## config.mk

```make
export PLATFORM = sky130hd
export DESIGN_NAME = digit_sequencer
export DESIGN_NICKNAME = d
export VERILOG_FILES = /design/src/rtl/digit_sequencer.sv
export SDC_FILE = /design/constraint.sdc
export NUM_CORES = 1
export LEC_CHECK = 0
export BUFFER_PORTS_ARGS = -buffer_cell sky130_fd_sc_hd__buf_4
export CORE_MARGIN = 2
export CORE_UTILIZATION = 40
export DETAILED_ROUTE_END_ITERATION = 16
export SYNTH_ARGS = -nofsm -noshare
export SYNTH_HDL_FRONTEND = slang
export SYNTH_SLANG_ARGS = --single-unit
```

## constraint.sdc

```tcl
create_clock -name clk -period 5.8 [get_ports clk]
set_clock_uncertainty 0.1 [all_clocks]
set_input_delay 0.87 -clock clk [delete_from_list [all_inputs] [get_ports clk]]
set_output_delay 0.87 -clock clk [all_outputs]
set_load 0.03 [all_outputs]
```

## src/rtl/digit_sequencer.sv

```systemverilog
// Converts one binary word to BCD by sequential double-dabble, then shows its decimal
// digits MSD first, each held HOLD cycles and followed by GAP blank cycles (4'hF = blank).
module digit_sequencer #(
   parameter int WIDTH  = 8,
   parameter int DIGITS = 3,
   parameter int CNT_W  = 24,
   parameter int HOLD   = 1000000,
   parameter int GAP    = 250000
) (
   input  logic             clk,
   input  logic             rst_n,
   input  logic             value_valid,
   input  logic [WIDTH-1:0] value,
   output logic             ready,
   output logic [3:0]       digit,
   output logic             busy,
   output logic             done
);

   typedef enum logic [2:0] {S_IDLE, S_CONVERT, S_SHOW, S_GAP, S_DONE} state_t;

   localparam int BCD_W  = 4 * DIGITS;
   localparam int IDX_W  = (DIGITS > 1) ? $clog2(DIGITS) : 1;
   localparam int STEP_W = $clog2(WIDTH + 1);
   localparam logic [CNT_W-1:0]  HOLD_LD   = CNT_W'(HOLD - 1);
   localparam logic [CNT_W-1:0]  GAP_LD    = (GAP > 0) ? CNT_W'(GAP - 1) : '0;
   localparam logic [STEP_W-1:0] STEP_LAST = STEP_W'(WIDTH);
   localparam logic [3:0]        BLANK     = 4'hF;

   state_t              r_state, w_state;
   logic [WIDTH-1:0]    r_shift, w_shift;
   logic [BCD_W-1:0]    r_bcd, w_bcd;
   logic [STEP_W-1:0]   r_step, w_step;
   logic [IDX_W-1:0]    r_idx, w_idx;
   logic [CNT_W-1:0]    r_timer, w_timer;
   logic [3:0]          r_digit, w_digit;
   logic                r_ready, w_ready;
   logic                r_done, w_done;

   logic [BCD_W-1:0]       w_adj;
   logic [BCD_W+WIDTH-1:0] w_cat;
   logic [IDX_W-1:0]       w_lead;
   logic [IDX_W-1:0]       w_idx_dn;
   logic                   w_adv;

   // One double-dabble step and leading-digit search over the current BCD value.
   always_comb begin
      w_adj  = r_bcd;
      w_lead = '0;
      for (int i = 0; i < DIGITS; i++) begin
         if (r_bcd[4*i +: 4] >= 4'd5)
            w_adj[4*i +: 4] = r_bcd[4*i +: 4] + 4'd3;
         if (r_bcd[4*i +: 4] != 4'd0)
            w_lead = IDX_W'(i);
      end
      w_cat    = {w_adj, r_shift} << 1;
      w_idx_dn = r_idx - 1'b1;
   end

   always_comb begin
      w_state = r_state;
      w_shift = r_shift;
      w_bcd   = r_bcd;
      w_step  = r_step;
      w_idx   = r_idx;
      w_timer = r_timer;
      w_digit = r_digit;
      w_ready = r_ready;
      w_done  = 1'b0;
      w_adv   = 1'b0;
      case (r_state)
         S_IDLE: begin
            if (value_valid && r_ready) begin
               w_state = S_CONVERT;
               w_shift = value;
               w_bcd   = '0;
               w_step  = '0;
               w_ready = 1'b0;
            end
         end
         S_CONVERT: begin
            if (r_step == STEP_LAST) begin
               w_state = S_SHOW;
               w_idx   = w_lead;
               w_digit = r_bcd[w_lead*4 +: 4];
               w_timer = HOLD_LD;
            end else begin
               w_bcd   = w_cat[BCD_W+WIDTH-1:WIDTH];
               w_shift = w_cat[WIDTH-1:0];
               w_step  = r_step + 1'b1;
            end
         end
         S_SHOW: begin
            if (r_timer != '0) begin
               w_timer = r_timer - 1'b1;
            end else if (GAP > 0) begin
               w_state = S_GAP;
               w_digit = BLANK;
               w_timer = GAP_LD;
            end else begin
               w_adv = 1'b1;
            end
         end
         S_GAP: begin
            if (r_timer != '0) w_timer = r_timer - 1'b1;
            else               w_adv   = 1'b1;
         end
         S_DONE: begin
            w_state = S_IDLE;
            w_ready = 1'b1;
         end
         default: begin
            w_state = S_IDLE;
            w_digit = BLANK;
            w_ready = 1'b1;
         end
      endcase

      // Move on to the next lower digit, or finish after the units digit.
      if (w_adv) begin
         if (r_idx == '0) begin
            w_state = S_DONE;
            w_digit = BLANK;
            w_done  = 1'b1;
         end else begin
            w_state = S_SHOW;
            w_idx   = w_idx_dn;
            w_digit = r_bcd[w_idx_dn*4 +: 4];
            w_timer = HOLD_LD;
         end
      end
   end

   always_ff @(posedge clk or negedge rst_n) begin
      if (!rst_n) begin
         r_state <= S_IDLE;
         r_shift <= '0;
         r_bcd   <= '0;
         r_step  <= '0;
         r_idx   <= '0;
         r_timer <= '0;
         r_digit <= BLANK;
         r_ready <= 1'b1;
         r_done  <= 1'b0;
      end else begin
         r_state <= w_state;
         r_shift <= w_shift;
         r_bcd   <= w_bcd;
         r_step  <= w_step;
         r_idx   <= w_idx;
         r_timer <= w_timer;
         r_digit <= w_digit;
         r_ready <= w_ready;
         r_done  <= w_done;
      end
   end

   assign ready = r_ready;
   assign busy  = ~r_ready;
   assign digit = r_digit;
   assign done  = r_done;

endmodule

```

# Yosys cells after proc, flatten, opt, wreduce, memory -nomap -nowiden
# Cells that the tools add are included.
word_totals:
  regBits: 59
  latch_bits: 0
  ramBits: 0
  rom_bits: 0
  inputBits: 11
  out_inout_bits: 7
  n_memories: 0
op_classes:
  n_addsub: 6
  mul: 0
  n_div: 0
  order_cmp: 3
  eq_ne: 12
  n_shift: 2
  muxes: 41
  bitwise_logic: 2
  reduce_logical: 13
op_table:
  columns: ["op", "count"]
  rows:
  - ["24-bit two-way mux", 5]
  - ["24-bit case mux with 3 select lines", 1]
  - ["4-bit two-way mux", 8]
  - ["12-bit two-way mux", 2]
  - ["12-bit case mux with 2 select lines", 1]
  - ["24-bit nonzero test", 1]
  - ["12-bit by 5-bit indexed part select with 4-bit output", 2]
  - ["24-bit by 1-bit subtractor with 24-bit output (second input constant)", 1]
  - ["3-bit two-way mux", 6]
  - ["8-bit two-way mux", 2]
  - ["8-bit case mux with 2 select lines", 1]
  - ["4-bit by 3-bit >= comparator with 1-bit output (second input constant)", 3]
  - ["3-bit case mux with 4 select lines", 1]
  - ["4-bit case mux with 3 select lines", 1]
  - ["2-bit two-way mux", 5]
  - ["3-bit != test (second input constant)", 3]
  - ["4-bit by 2-bit adder with 4-bit output (second input constant)", 2]
  - ["4-bit case mux with 2 select lines", 1]
  - ["4-bit nonzero test", 2]
  - ["3-bit by 2-bit equality test with 1-bit output (second input constant)", 2]
  - ["1-bit two-way mux", 6]
  - ["2-bit != test (second input constant)", 3]
  - ["3-bit AND reduction", 2]
  - ["3-bit OR reduction", 2]
  - ["other kinds (15)", 16]

# Longest topological paths before layout
depth:
  ltp_word: 7
  mapped_depth: 8

# Least setup slack after synthesis
# Ideal clock, no wire load.
synth_timing:
  kind: "register -> register"
  start: "register r_step[0]"
  end: "register r_shift[1]"
  t_arrival_ns: 1.958
  required_time_ns: 5.573
  slack_ns: 3.615
  stages_incl_launch_ff: 9
  synth_period_minus_slack_ns: 2.185
  path_cell_list: "dfrtp_1 inv_1 ha_1 and3b_4 and2_4 or4_1 buf_2 a222oi_1 inv_1"
synth_between:
  elab_chain_cells: 3
synth_rtl:
  columns: ["item", "line", "text"]
  rows:
  - ["start, declared", "33", "logic [STEP_W-1:0] r_step, w_step;"]
  - ["start signal, assigned", "149", "r_step <= w_step;"]
  - ["4-bit equality test", "82", "if (r_step == STEP_LAST) begin"]
  - ["2-bit != test (no line)", null, null]
  - ["3-bit AND reduction (no line)", null, null]
  - ["end signal, assigned", "147", "r_shift <= w_shift;"]
  - ["end, declared", "31", "logic [WIDTH-1:0] r_shift, w_shift;"]
# Every way passes these cells.
# A chain may end at the register's enable or synchronous reset.

# Worst setup path in the final report
layout_timing:
  start: "register r_timer[0]"
  end: "register r_timer[5]"
layout_between:
  elab_chain_cells: 5
layout_rtl:
  columns: ["item", "line", "text"]
  rows:
  - ["start, declared", "35", "logic [CNT_W-1:0] r_timer, w_timer;"]
  - ["start signal, assigned", "151", "r_timer <= w_timer;"]
  - ["24-bit by 1-bit subtractor with 24-bit output or 24-bit nonzero test (tied branches)", "95, 105, 94", null]
  - ["24-bit two-way mux, on equally long branches", "105, 94", null]
  - ["24-bit case mux with 3 select lines", "71", "case (r_state)"]
  - ["24-bit two-way mux", "121", "if (r_idx == '0) begin"]
  - ["24-bit two-way mux (*)", "120", "if (w_adv) begin"]
  - ["net w_timer[5]", "35", null]
# Mark *: on every way through the listed nets, which the timed path passes. The rest lies on a longest branch.

==> results.toml <==
[clock_network]
tritoncts.num_buffers = 9
tritoncts = "built"
worstSkewPairLatency_ns = 0.35
cts_setup_buffers = 0
cts.repair.resized = 0
h-tree-depth = 3
numClockSinks = 59
clockRootBuffer = "clkbuf_8"
holdBufCountCts = 0
clock_path_buffers = 2
clk_pin_slew_ns = 0.07

[place]
gp_congestion = 0.876
dp_hpwl_mm = 6.28
dpl_cell_area_sq_um = 3830
io_buffer_count = 17
dp_slack_ns = 3.11

[setup_path]
critPathCaptureType = "register"
cp_max_fo = 11
crit_start = "r_timer[0]"
cp.arrival_ns = 2.87
worstSetupStartpointType = "register"
cp_slowest_cell = "and4_1"
rrSetupSlack_ns = 3.06
r2r_start = "r_timer[0]"
worstSetupEndpoint = "r_timer[5]"
path_cells = "inv_1 > ha_1 > nor4b_4 > and4_1 > a21oi_1 > a21oi_1 > o21ai_0"
slowest_delay_ns = 0.57
worstReg2RegEnd = "r_timer[5]"
crit_top_cell = "a21oi_1"
worstPathRequired_ns = 5.93
setup.worst_path.class = "reg2reg"
rr_worst_depth = 7

[floorplan]
fp.dieH_microns = 99.1
die_area_sq_um = 9830
io_pins = 18
core_area_sq_um = 8760
dieWidth_microns = 99.1
initial_core_util = 0.413
row_count = 34

[sta]
rsz0062_at_grt = "no"
tightest_slew_ns = 0.962
fmaxAchievable_mhz = 365
relSlewSlack = 0.354
hold_slack_ns = 0.392
final.period_utilization = 0.473
setup_violations = 0
min_period_ns = 2.74
hold_viol = 0
slew_viol_final = 0
setup_ws_ns = 3.06
fin_setup_tns_ns = 0

[layout]
fillCellCount = 839
final_layout_size_suffix_gt1_frac = 0.160
syn_to_final_growth_pct = 11.7
layout.nets = 424
final_area_sq_um = 4040
antenna_cells = 0

[yosys]
yosysSeqAreaShare = 0.409
syn-mean-instance-area_sq_um = 9.33
synth_cells = 388
synth_flop_cell = "dfrtp_1"
synth_area_sq_um = 3620
syn_nets = 410
ys_ff_latch = 59
yosys_warnings = 0
synth_edf_count = 0
synth.distinct_cells = 69
async_flop_share = 1.00

[route]
top_layer = "met4"
wl_met1_mm = 4.24
wl_met2_mm = 4.12
avgRoutedWirePerCell_microns = 17.6
finalWirelength_mm = 9.04
antenna_left = 0
via_count = 3132
drt_iter0_drc = 250
drc = 0
route.met3.wl_microns = 508
first_pass_iters = 5
avgViaCountPerCell = 6.09

[global_routing]
track_usage = 0.195
grt-ovfl-total = 0
grt_pass1_wl_mm = 15.1
grt_pass1_vias = 2963
grt_antenna_before_repair = 0
grt_max_degree = 60

[power]
ir_drop_v = 0.000152
p_leak_nw = 1.69
p_per_area_nw_per_um2 = 210

[worst_hold_path]
min_path_type = "reg2reg"

[flow_run]
max-cap-violations = 0

[run_status]
status = "completed"
==> cell usage in the layout (no fill, tap or decap), drive strengths merged, types with 7 or more instances in the layout <==
master	Yosys	routed
clkbuf	10	10
nand3	9	9
a31oi	11	11
dfrtp	54	54
a21oi	25	25
nand2	28	28
ha	11	11
o31ai	7	7
nor2	29	29
nor4	10	10
mux2i	9	9
or4	7	7
nand2b	9	9
nor3	14	14
o21ai	37	37
buf	6	19
inv	25	25
==> layout make-up <==
class / count / area, sq um / share of cell area
Clock buffer: 10 / 138 / 0.0340
Sequential cell: 59 / 1480 / 0.367
Timing Repair Buffer: 19 / 143 / 0.0353
Tap cell: 108 / 135 / 0.0334
Inverter: 25 / 93.8 / 0.0232
Clock inverter: 5 / 77.6 / 0.0192
Multi-Input combinational cell: 288 / 1970 / 0.488
==> worst max-delay path, delay by kind of cell, from the launching register on <==
kind / cells / cell delay [ns]
flip-flops: 1 / 0.44
adder cells (fa/ha/maj): 1 / 0.26
AO/OA/AOI/OAI: 3 / 0.69
buffers and inverters: 1 / 0.08
AND/OR/NAND/NOR: 2 / 1.04
==> through the flow <==
step | power [mW] | std cells | utilization
final | 0.848 | 514 | 0.461
after global routing | 0.878 | 514 | 0.461
after CTS | 0.859 | 514 | 0.461
after detailed placement | 0.433 | 499 | 0.437
after global placement | 0.434 | 499 | 0.437
after floorplan | 0.419 | 388 | -
==> cells in the mapped netlist, drive strengths merged, types with 3 or more instances <==
cell	number	share of area
a21o	6	0.012
a21oi	25	0.036
a222oi	6	0.017
a22o	6	0.015
a311oi	3	0.0073
a31oi	11	0.019
a32o	4	0.011
buf	6	0.0090
clkbuf	10	0.010
dfrtp	54	0.37
dfstp	5	0.036
ha	11	0.038
inv	25	0.026
mux2i	9	0.025
nand2	28	0.029
nand2b	9	0.016
nand3	9	0.022
nand4	3	0.0052
nor2	29	0.034
nor3	14	0.022
nor3b	4	0.0083
nor4	10	0.029
o211ai	3	0.0062
o21ai	37	0.052
o22ai	5	0.0086
o31a	3	0.0073
o31ai	7	0.015
or3	4	0.0069
or4	7	0.016
xnor2	5	0.012
==> logic make-up (layout without fill, tap and decap cells) <==
group	after synthesis	in the layout	synth area share
and+or+nand+nor	130	130	0.220
AOI/OAI and AO/OA	131	131	0.245
xor gates and xnor gates	7	7	0.0169
DFF	59	59	0.409
adders and majority gates	11	11	0.0380
buffers and inverters	41	59	0.0453
muxes	9	9	0.0249
==> power by group <==
group	total (mW)	switching (mW)	internal [mW]
registers	0.411	0	0.411
clock network	0.423	0.173	0.250
logic	0.0135	0.00919	0.00427
==> registers in the layout, indices dropped and copies added (netlist names) <==
signal and flops:
digit 4, done 1, r_bcd 12, r_idx 2, r_shift 8, r_state 3, r_step 4, r_timer 24
ready 1
==> per-layer routing <==
metal / vias up / global-route usage
li1: 1491 / -
met1: 1523 / 0.268
met2: 102 / 0.293
met3: 16 / 0.0604
met4: 0 / 0.0685
met5: - / 0
==> worst min path at each step <==
stage | startpoint | end | slack (ns) | cells after the start
after global placement | r_shift[1] | r_shift[2] | 0.37 | 2
after CTS | r_shift[4] | r_shift[5] | 0.39 | 2
after global routing | r_shift[0] | r_shift[1] | 0.42 | 2
final | r_shift[4] | r_shift[5] | 0.39 | 2
after floorplan | r_shift[7] | r_bcd[0] | 0.35 | 2
after detailed placement | r_shift[4] | r_shift[5] | 0.38 | 2
Note: power is estimated with default switching activity, not from simulation.
